[src/rtl/int_mul_add_seq_pkg.sv]
// rtl/int_mul_add_seq_pkg.sv - shared integer-unit constants, state encoding and lane slicing
package int_mul_add_seq_pkg;

    // Default lane width and lane count shared with the vector divider
    localparam int DEF_N = 32;
    localparam int DEF_L = 4;

    // Sequencer states for one vector operation in flight
    typedef enum logic [1:0] {
        ST_IDLE = 2'd0,
        ST_RUN  = 2'd1,
        ST_DONE = 2'd2
    } state_e;

    // Lane i of a lane-packed bus starts at bit i*n and is n bits wide
    function automatic int lane_lo(input int i, input int n);
        return i * n;
    endfunction

endpackage

[src/rtl/int_mul_add_lane.sv]
// rtl/int_mul_add_lane.sv - one lane of the radix-2 shift-add q*d+r datapath
module int_mul_add_lane
    import int_mul_add_seq_pkg::*;
#(
    parameter int N = DEF_N
) (
    input  logic         clk,
    input  logic         rst,
    input  logic         clk_en,
    input  logic         load,
    input  logic         step,
    input  logic         last,
    input  logic [N-1:0] q_in,
    input  logic [N-1:0] d_in,
    input  logic [N-1:0] r_in,
    output logic [N-1:0] numer_out,
    output logic         ovf_out
);

    // The accumulator is one bit wider than 2N so the full product-plus-addend never wraps
    logic [N-1:0]   mreg_q, mreg_d;
    logic [2*N-1:0] dreg_q, dreg_d;
    logic [2*N:0]   acc_q, acc_d;
    logic [N-1:0]   numer_q, numer_d;
    logic           ovf_q, ovf_d;

    // Load operands, then one shift-add step per RUN cycle; results latch on the final step
    always_comb begin
        mreg_d  = mreg_q;
        dreg_d  = dreg_q;
        acc_d   = acc_q;
        numer_d = numer_q;
        ovf_d   = ovf_q;
        if (load) begin
            mreg_d = q_in;
            dreg_d = {{N{1'b0}}, d_in};
            acc_d  = {{(N+1){1'b0}}, r_in};
        end else if (step) begin
            if (mreg_q[0]) begin
                acc_d = acc_q + {1'b0, dreg_q};
            end
            mreg_d = mreg_q >> 1;
            dreg_d = dreg_q << 1;
            if (last) begin
                numer_d = acc_d[N-1:0];
                ovf_d   = |acc_d[2*N:N];
            end
        end
    end

    // Lane registers: reset clears everything, clk_en low freezes everything
    always_ff @(posedge clk) begin
        if (rst) begin
            mreg_q  <= '0;
            dreg_q  <= '0;
            acc_q   <= '0;
            numer_q <= '0;
            ovf_q   <= 1'b0;
        end else if (clk_en) begin
            mreg_q  <= mreg_d;
            dreg_q  <= dreg_d;
            acc_q   <= acc_d;
            numer_q <= numer_d;
            ovf_q   <= ovf_d;
        end
    end

    assign numer_out = numer_q;
    assign ovf_out   = ovf_q;

endmodule

[src/rtl/int_mul_add_seq.sv]
// rtl/int_mul_add_seq.sv - L-lane sequential numer = quotient*denom + remainder
module int_mul_add_seq
    import int_mul_add_seq_pkg::*;
#(
    parameter int N = DEF_N,
    parameter int L = DEF_L
) (
    input  logic         clk,
    input  logic         rst,
    input  logic         clk_en,
    input  logic         in_valid,
    output logic         in_ready,
    input  logic [N*L-1:0] quotient,
    input  logic [N*L-1:0] denom,
    input  logic [N*L-1:0] remainder,
    output logic         out_valid,
    input  logic         out_ready,
    output logic [N*L-1:0] numer,
    output logic [L-1:0] ovf,
    output logic         busy
);

    localparam int CW = (N > 1) ? $clog2(N) : 1;

    state_e          state_q, state_d;
    logic [CW-1:0]   cnt_q, cnt_d;
    logic            in_ready_q, in_ready_d;
    logic            out_valid_q, out_valid_d;
    logic            busy_q, busy_d;
    logic            load, step, last;

    // Lane controls; the lanes themselves apply clk_en
    assign load = (state_q == ST_IDLE) && in_valid;
    assign step = (state_q == ST_RUN);
    assign last = (cnt_q == CW'(N - 1));

    // Next state: fixed N RUN cycles regardless of data, registered handshake outputs
    always_comb begin
        state_d     = state_q;
        cnt_d       = cnt_q;
        in_ready_d  = in_ready_q;
        out_valid_d = out_valid_q;
        busy_d      = busy_q;
        case (state_q)
            ST_IDLE: begin
                if (in_valid) begin
                    state_d    = ST_RUN;
                    cnt_d      = '0;
                    in_ready_d = 1'b0;
                    busy_d     = 1'b1;
                end
            end
            ST_RUN: begin
                if (last) begin
                    state_d     = ST_DONE;
                    out_valid_d = 1'b1;
                end else begin
                    cnt_d = cnt_q + 1'b1;
                end
            end
            ST_DONE: begin
                if (out_ready) begin
                    state_d     = ST_IDLE;
                    out_valid_d = 1'b0;
                    in_ready_d  = 1'b1;
                    busy_d      = 1'b0;
                end
            end
            default: begin
                state_d     = ST_IDLE;
                in_ready_d  = 1'b1;
                out_valid_d = 1'b0;
                busy_d      = 1'b0;
            end
        endcase
    end

    // Sequencer registers: reset aborts any operation, clk_en low holds state and handshake
    always_ff @(posedge clk) begin
        if (rst) begin
            state_q     <= ST_IDLE;
            cnt_q       <= '0;
            in_ready_q  <= 1'b1;
            out_valid_q <= 1'b0;
            busy_q      <= 1'b0;
        end else if (clk_en) begin
            state_q     <= state_d;
            cnt_q       <= cnt_d;
            in_ready_q  <= in_ready_d;
            out_valid_q <= out_valid_d;
            busy_q      <= busy_d;
        end
    end

    assign in_ready  = in_ready_q;
    assign out_valid = out_valid_q;
    assign busy      = busy_q;

    for (genvar i = 0; i < L; i++) begin : g_lane
        int_mul_add_lane #(.N(N)) u_lane (
            .clk       (clk),
            .rst       (rst),
            .clk_en    (clk_en),
            .load      (load),
            .step      (step),
            .last      (last),
            .q_in      (quotient[lane_lo(i, N) +: N]),
            .d_in      (denom[lane_lo(i, N) +: N]),
            .r_in      (remainder[lane_lo(i, N) +: N]),
            .numer_out (numer[lane_lo(i, N) +: N]),
            .ovf_out   (ovf[i])
        );
    end

endmodule

[config.mk]
export PLATFORM = sky130hd
export DESIGN_NAME = int_mul_add_seq
export DESIGN_NICKNAME = d
export VERILOG_FILES = /design/src/rtl/int_mul_add_seq_pkg.sv /design/src/rtl/int_mul_add_lane.sv /design/src/rtl/int_mul_add_seq.sv
export SDC_FILE = /design/constraint.sdc
export NUM_CORES = 2
export LEC_CHECK = 0
export CORE_MARGIN = 2
export CORE_UTILIZATION = 50
export CTS_CLUSTER_SIZE = 10
export DETAILED_ROUTE_END_ITERATION = 6
export GPL_TIMING_DRIVEN = 0
export PLACE_DENSITY = 0.82
export SLEW_MARGIN = 20
export SYNTH_ARGS = -nofsm -noshare
export SYNTH_HDL_FRONTEND = slang
export SYNTH_SLANG_ARGS = --single-unit
[constraint.sdc]
create_clock -name clk -period 4.3 [get_ports clk]
set_clock_uncertainty 0.2 [all_clocks]
set_input_delay 0.86 -clock clk [delete_from_list [all_inputs] [get_ports clk]]
set_output_delay 0.86 -clock clk [all_outputs]
set_load 0.02 [all_outputs]
Word level (Yosys, flattened, before mapping)
Cells that the tools add are included.
Word-level totals
  bits of input ports: 389
  ROM bits: 0
  output and inout bits: 135
  memory bits (writable): 0
  register bits after elaboration: 786
  logic and storage cells: 105
  memories: 0
  bits in latches: 0
Operators by class
  shifts and indexed selects: 0
  reductions and logical operators: 14
  bitwise gates (word level): 3
  multiplexer cells: 51
  $mul: 0
  eq/ne operators: 7
  magnitude comparators: 0
  div/mod/pow operators: 0
  add/sub/neg operators: 5
Operators by type and width (count)
  2-to-1 mux 65 bit: 20
  2-to-1 mux 64 bit: 8
  adder 65 x 64 -> 65 bit: 4
  2-to-1 mux 32 bit: 8
  OR reduction 33 bit: 4
  AND reduction 4 bit: 5
  2-to-1 mux 5 bit: 2
  case mux 5 bit (2 select lines): 1
  case mux 1 bit (3 select lines): 3
  inequality test 2 bit, second input constant: 4
  2-to-1 mux 2 bit: 3
  case mux 2 bit (3 select lines): 1
  adder 5 x 1 -> 5 bit, second input constant: 1
  equality test 5 bit, second input constant: 1
  2-to-1 mux 1 bit: 5
  nonzero test 2 bit: 2
  inverter 1 bit: 3
  equality test 2 x 1 -> 1 bit, second input constant: 1
  equality test 2 bit, second input constant: 1
  logical NOT 2 bit: 1
  AND reduction 2 bit: 1
  logical AND 1 bit: 1

Logic depth before layout (Yosys ltp)
  depth after elaboration: 6
  mapped depth: 15
  mapped depth without buffers: 15

By module
A second synthesis with hierarchy kept.
Unflattened totals
  cell total of the unflattened synthesis: 6639
  area, all modules: 51398.0 µm²
By module, submodules not included
  int_mul_add_lane at g_lane[1].u_lane ...: times used 2, cells each 1682, area an instance 12892.4 µm², seq. area each 3883.7 µm²
  int_mul_add_lane at g_lane[2].u_lane: times used 1, cells each 1615, area an instance 12535.8 µm², seq. area each 3883.7 µm²
  int_mul_add_lane at g_lane[0].u_lane: times used 1, cells each 1600, area an instance 12527.0 µm², seq. area each 3883.7 µm²
  int_mul_add_seq: times used 1, cells each 60, area an instance 550.5 µm², seq. area each 200.2 µm²

Worst setup path after synthesis
No wires, ideal clock.
  path kind: register to register
  start: register g_lane[3].u_lane.acc_q[0]
  end: register g_lane[3].u_lane.ovf_q
  clock period less this slack: 4.436 ns
  data required time: 3.972 ns
  library setup time: 0.128 ns
  slack: -0.136 ns
  arrival time: 4.108 ns
  stages on the path, launching flop included: 16
  buffers on the path: 0
  cells stage by stage: dfxtp_1 ha_1 fa_1 a21o_1 a221o_1 a311o_1 a2111oi_4 nor4_1 o31a_1 a41oi_2 xnor2_1 mux2_2 a2111oi_2 nand4_1 a2111oi_2 a31oi_1
Between the ends
  cells in the longest elaborated chain, start to end: 5
Ends and longest elaborated chain
  from (decl): line int_mul_add_lane.sv:23  | logic [2*N:0] acc_q, acc_d;
  from (signal assigned): line int_mul_add_lane.sv:56  | acc_q <= '0;
  from (signal assigned): line int_mul_add_lane.sv:62  | acc_q <= acc_d;
  adder 65 x 64 -> 65 bit: line int_mul_add_lane.sv:40  | acc_d = acc_q + {1'b0, dreg_q};
  2-to-1 mux 65 bit: line int_mul_add_lane.sv:39  | if (mreg_q[0]) begin
  2-to-1 mux 65 bit: line int_mul_add_lane.sv:38  | end else if (step) begin
  2-to-1 mux 65 bit: line int_mul_add_lane.sv:34  | if (load) begin
  OR reduction 33 bit: line int_mul_add_lane.sv:46  | ovf_d = |acc_d[2*N:N];
  to (signal assigned): line int_mul_add_lane.sv:64  | ovf_q <= ovf_d;
  to (decl): line int_mul_add_lane.sv:25  | logic ovf_q, ovf_d;
No other way between the ends. The select of a mux whose other input is x is not followed.
A chain may end at the register's enable or synchronous reset.

Worst setup path in the final report
Same ends and word-level chain as after synthesis.

==> run_results.csv <==
group,metric,value,unit
route,via_per_inst,6.43,
clock_tree,cts_sinks,786,
logic_synthesis,netlist_instances,6360,
finish,final_util,62.7,%
logic_synthesis,syn-num-nets,7011,
critical_path,path_max_fanout,3,
critical_path,r2r_end,"g_lane[3].u_lane.ovf_out$_SDFFE_PP0P_",
global_route,use_met2,58.7,%
sta,whs,0.253,ns
die,die_w,314,µm
finish,nets,7652,
clock_tree,htreeDepth,3,
clock_tree,cts_tree,"yes",
pwr,intPower,13.1,mW
critical_path,cp.required,4.65,ns
route,antenna_left,0,
placed_design,dpl_cell_area,55000,µm²
logic_synthesis,synth.avg_cell_area,7.56,µm²
critical_path,critPathArrivalTime,5.05,ns
pwr,switching_power,5.88,mW
pwr,power_density,319,nW/µm²
logic_synthesis,synth_ff_type,"dfxtp_1",
global_route,antenna_found_initial,16,
placed_design,place_ws,-1.34,ns
logic_synthesis,synthArstFlopShare,0,%
sta,tns,-1.47,ns
route,route.detailed.drc,31,
clock_tree,cts.clk_slew.worst_paths,0.06,ns
clock_tree,cts_root_buf,"clkbuf_16",
die,die_h,314,µm
finish,fillers,8448,
die,dieArea,98600,µm²
finish,final_cell_mix,"nor2_1, nand2_1, dfxtp_1",
sta,worst_pin_slew,1.33,ns
critical_path,cp-endpoint,"g_lane[3].u_lane.ovf_out$_SDFFE_PP0P_",
clock_tree,clkLatencyLatePin,0.68,ns
placed_design,place.detailed.hpwl,155000,µm
logic_synthesis,synth_area_leader_cell,"dfxtp_1",
clock_tree,clk_path_buf_depth,3,
route,wl_per_cell,24.4,µm
route,first_iter_violations,6712,
sta,fin_ws,-0.403,ns
critical_path,crit_type,"reg2reg",
placed_design,placedCellCount,8151,
finish,stdcell_count,8301,
finish,layout_commonest_cell,"nor2_1",
pwr,p_sw_share,31.0,%
global_route,overflow,0,
pwr,power,19.0,mW
pwr,clockPowerShare,38.3,%
sta,clock.fmax,213,MHz
run_status,status,"finished with violations",
route,vias,53400,
critical_path,endpoint_kind,"flop",
sta,finalHoldViolCount,0,
finish,syn_to_final_growth,24.1,%
finish,final_area,59600,µm²
placed_design,port_buffers,521,
critical_path,r2r-start,"g_lane[3].u_lane.acc_q[0]$_SDFFE_PP0P_",
critical_path,r2r_slack,-0.40,ns
finish,drive_gt1_share,7.10,%
global_route,grt-busiest-layer,"met2",
job,maxCapViolCount,0,
pwr,p_seq_share,41.8,%
logic_synthesis,ys_seq_elements,786,
clock_tree,numCtsBuffers,93,
pwr,irDropWorstVdd,0.262,mV
sta,post-route-min-period,4.70,ns
critical_path,reg2reg_depth,16,
route,first_pass_iters,7,
pwr,p_leak,22.0,nW
run_status,failed_checks,"DRC, setup timing",
global_route,grt_max_degree,12,
sta,fin_crit_sh,109,%
critical_path,startpoint,"g_lane[3].u_lane.acc_q[0]$_SDFFE_PP0P_",
route,wl,202000,µm
die,ioPinCount,524,
global_route,track_usage,38.9,%
clock_tree,cts_hold_buf,0,
placed_design,gp_congestion,1.04,
logic_synthesis,synth-edff-count,0,
sta,finalMaxSlewViolations,0,
logic_synthesis,synth_top_area_share,32.7,%
logic_synthesis,synth_area_leaders,"dfxtp_1, nor2_1, nand2_1",
global_route,grt_pass1_wl,297000,µm
logic_synthesis,synth_cell_type_count,86,
critical_path,startpoint_type,"flop",
sta,setup_violations,9,
global_route,use_met1,52.6,%
die,coreArea,95200,µm²
min_path,min_path_type,"reg2reg",
logic_synthesis,yosys_warnings,0,
logic_synthesis,ys_seq_area_share,32.7,%
sta,relSlewSlack,11.3,%
pwr,power_frac_comb,19.8,%
global_route,first_global_vias,49200,
sta,rsz0062_at_grt,"yes",
die,start_util,50.5,%
die,rows,113,
logic_synthesis,netlist_area,48100,µm²
global_route,grtUsageMet3,8.79,%
[registers in the layout, summed over array words and instances, names as in the netlist]
name / cells
g_lane.u_lane.numer_out: 128
g_lane.u_lane.acc_q: 260
busy: 1
in_ready: 1
g_lane.u_lane.dreg_q: 256
cnt_q: 5
g_lane.u_lane.ovf_out: 4
out_valid: 1
state_q: 2
g_lane.u_lane.mreg_q: 128
[worst max-delay path: stages (launching register included)]
cell	delay [ns]
dfxtp_4	0.35
ha_4	0.17
fa_2	0.40
a21o_1	0.18
a221o_1	0.34
a311o_2	0.47
a2111oi_4	0.50
buf_4	0.21
nor2_4	0.04
a21o_4	0.27
a221oi_4	0.33
buf_6	0.16
a21oi_4	0.06
xor2_2	0.16
mux2_4	0.29
a2111oi_2	0.33
a31oi_1	0.11
[metal layers]
metal  up-vias  part of all wire [%]
met5         -                 0.037
met4        10                   5.4
met3       586                    11
met2      2993                    42
met1     25500                    41
li1      24300                     -
[synthesized netlist by cell type, drive strengths merged, types with 41 or more instances]
master  number
xor2        94
o21ai      215
xnor2      141
a31oi       74
buf         41
a211oi     250
mux2i      127
nand2      861
nor3        77
inv         61
dfxtp      786
nand4       95
clkbuf     460
a311oi     263
a21oi      519
a22oi      212
o21bai      44
ha         258
a21o       124
nand3       72
nor2      1119
[power by group through the flow]
stage	Sequential, mW	Clock [mW]	Combinational [mW]
2_1_floorplan	7.95	0	2.14
3_3_place_gp	8.05	0	3.44
3_5_place_dp	8.06	0	3.51
4_1_cts	7.92	7.27	3.59
5_1_grt	7.97	7.57	4.02
6_report	7.94	7.28	3.77
[area by class of cell]
class	count	area, µm²	share of cell area, %
antenna	6	15.0	0.0252
buffer	454	1790	3.00
clock buffer	116	2500	4.20
clock inverter	8	100	0.168
inverter	62	233	0.390
multi-input combinational	5011	31800	53.3
sequential	786	15800	26.4
tap	1265	1580	2.65
timing repair buffer	593	5850	9.80
[worst min path at each step]
stage	depth (start not counted)	start	end	slack, ns
after floorplan	2	g_lane[0].u_lane.mreg_q[31]$_SDFFE_PP0P_	g_lane[0].u_lane.mreg_q[31]$_SDFFE_PP0P_	0.25
after global placement	2	g_lane[1].u_lane.numer_out[7]$_SDFFE_PP0P_	g_lane[1].u_lane.numer_out[7]$_SDFFE_PP0P_	0.24
after detailed placement	2	g_lane[1].u_lane.numer_out[7]$_SDFFE_PP0P_	g_lane[1].u_lane.numer_out[7]$_SDFFE_PP0P_	0.25
after CTS	2	g_lane[1].u_lane.numer_out[7]$_SDFFE_PP0P_	g_lane[1].u_lane.numer_out[7]$_SDFFE_PP0P_	0.26
after global routing	2	g_lane[1].u_lane.numer_out[10]$_SDFFE_PP0P_	g_lane[1].u_lane.numer_out[10]$_SDFFE_PP0P_	0.28
final	2	g_lane[1].u_lane.numer_out[7]$_SDFFE_PP0P_	g_lane[1].u_lane.numer_out[7]$_SDFFE_PP0P_	0.25
[cell families after synthesis]
kind of cell	Yosys count	share of synthesized area [%]
DFF	786	32.7
buffers and inverters	563	4.43
and+or+nand+nor	2435	21.2
adders and majority gates	262	6.88
xor gates and xnor gates	235	4.28
AOI/OAI and AO/OA	1931	27.3
muxes	148	3.14
[what timing repair did]
action,4_1_cts,5_1_grt
resized for setup,165,206
pin swaps,41,75
buffers inserted,28,40
endpoints found under the setup margin,91,143
(Power assumes the default switching activity.)
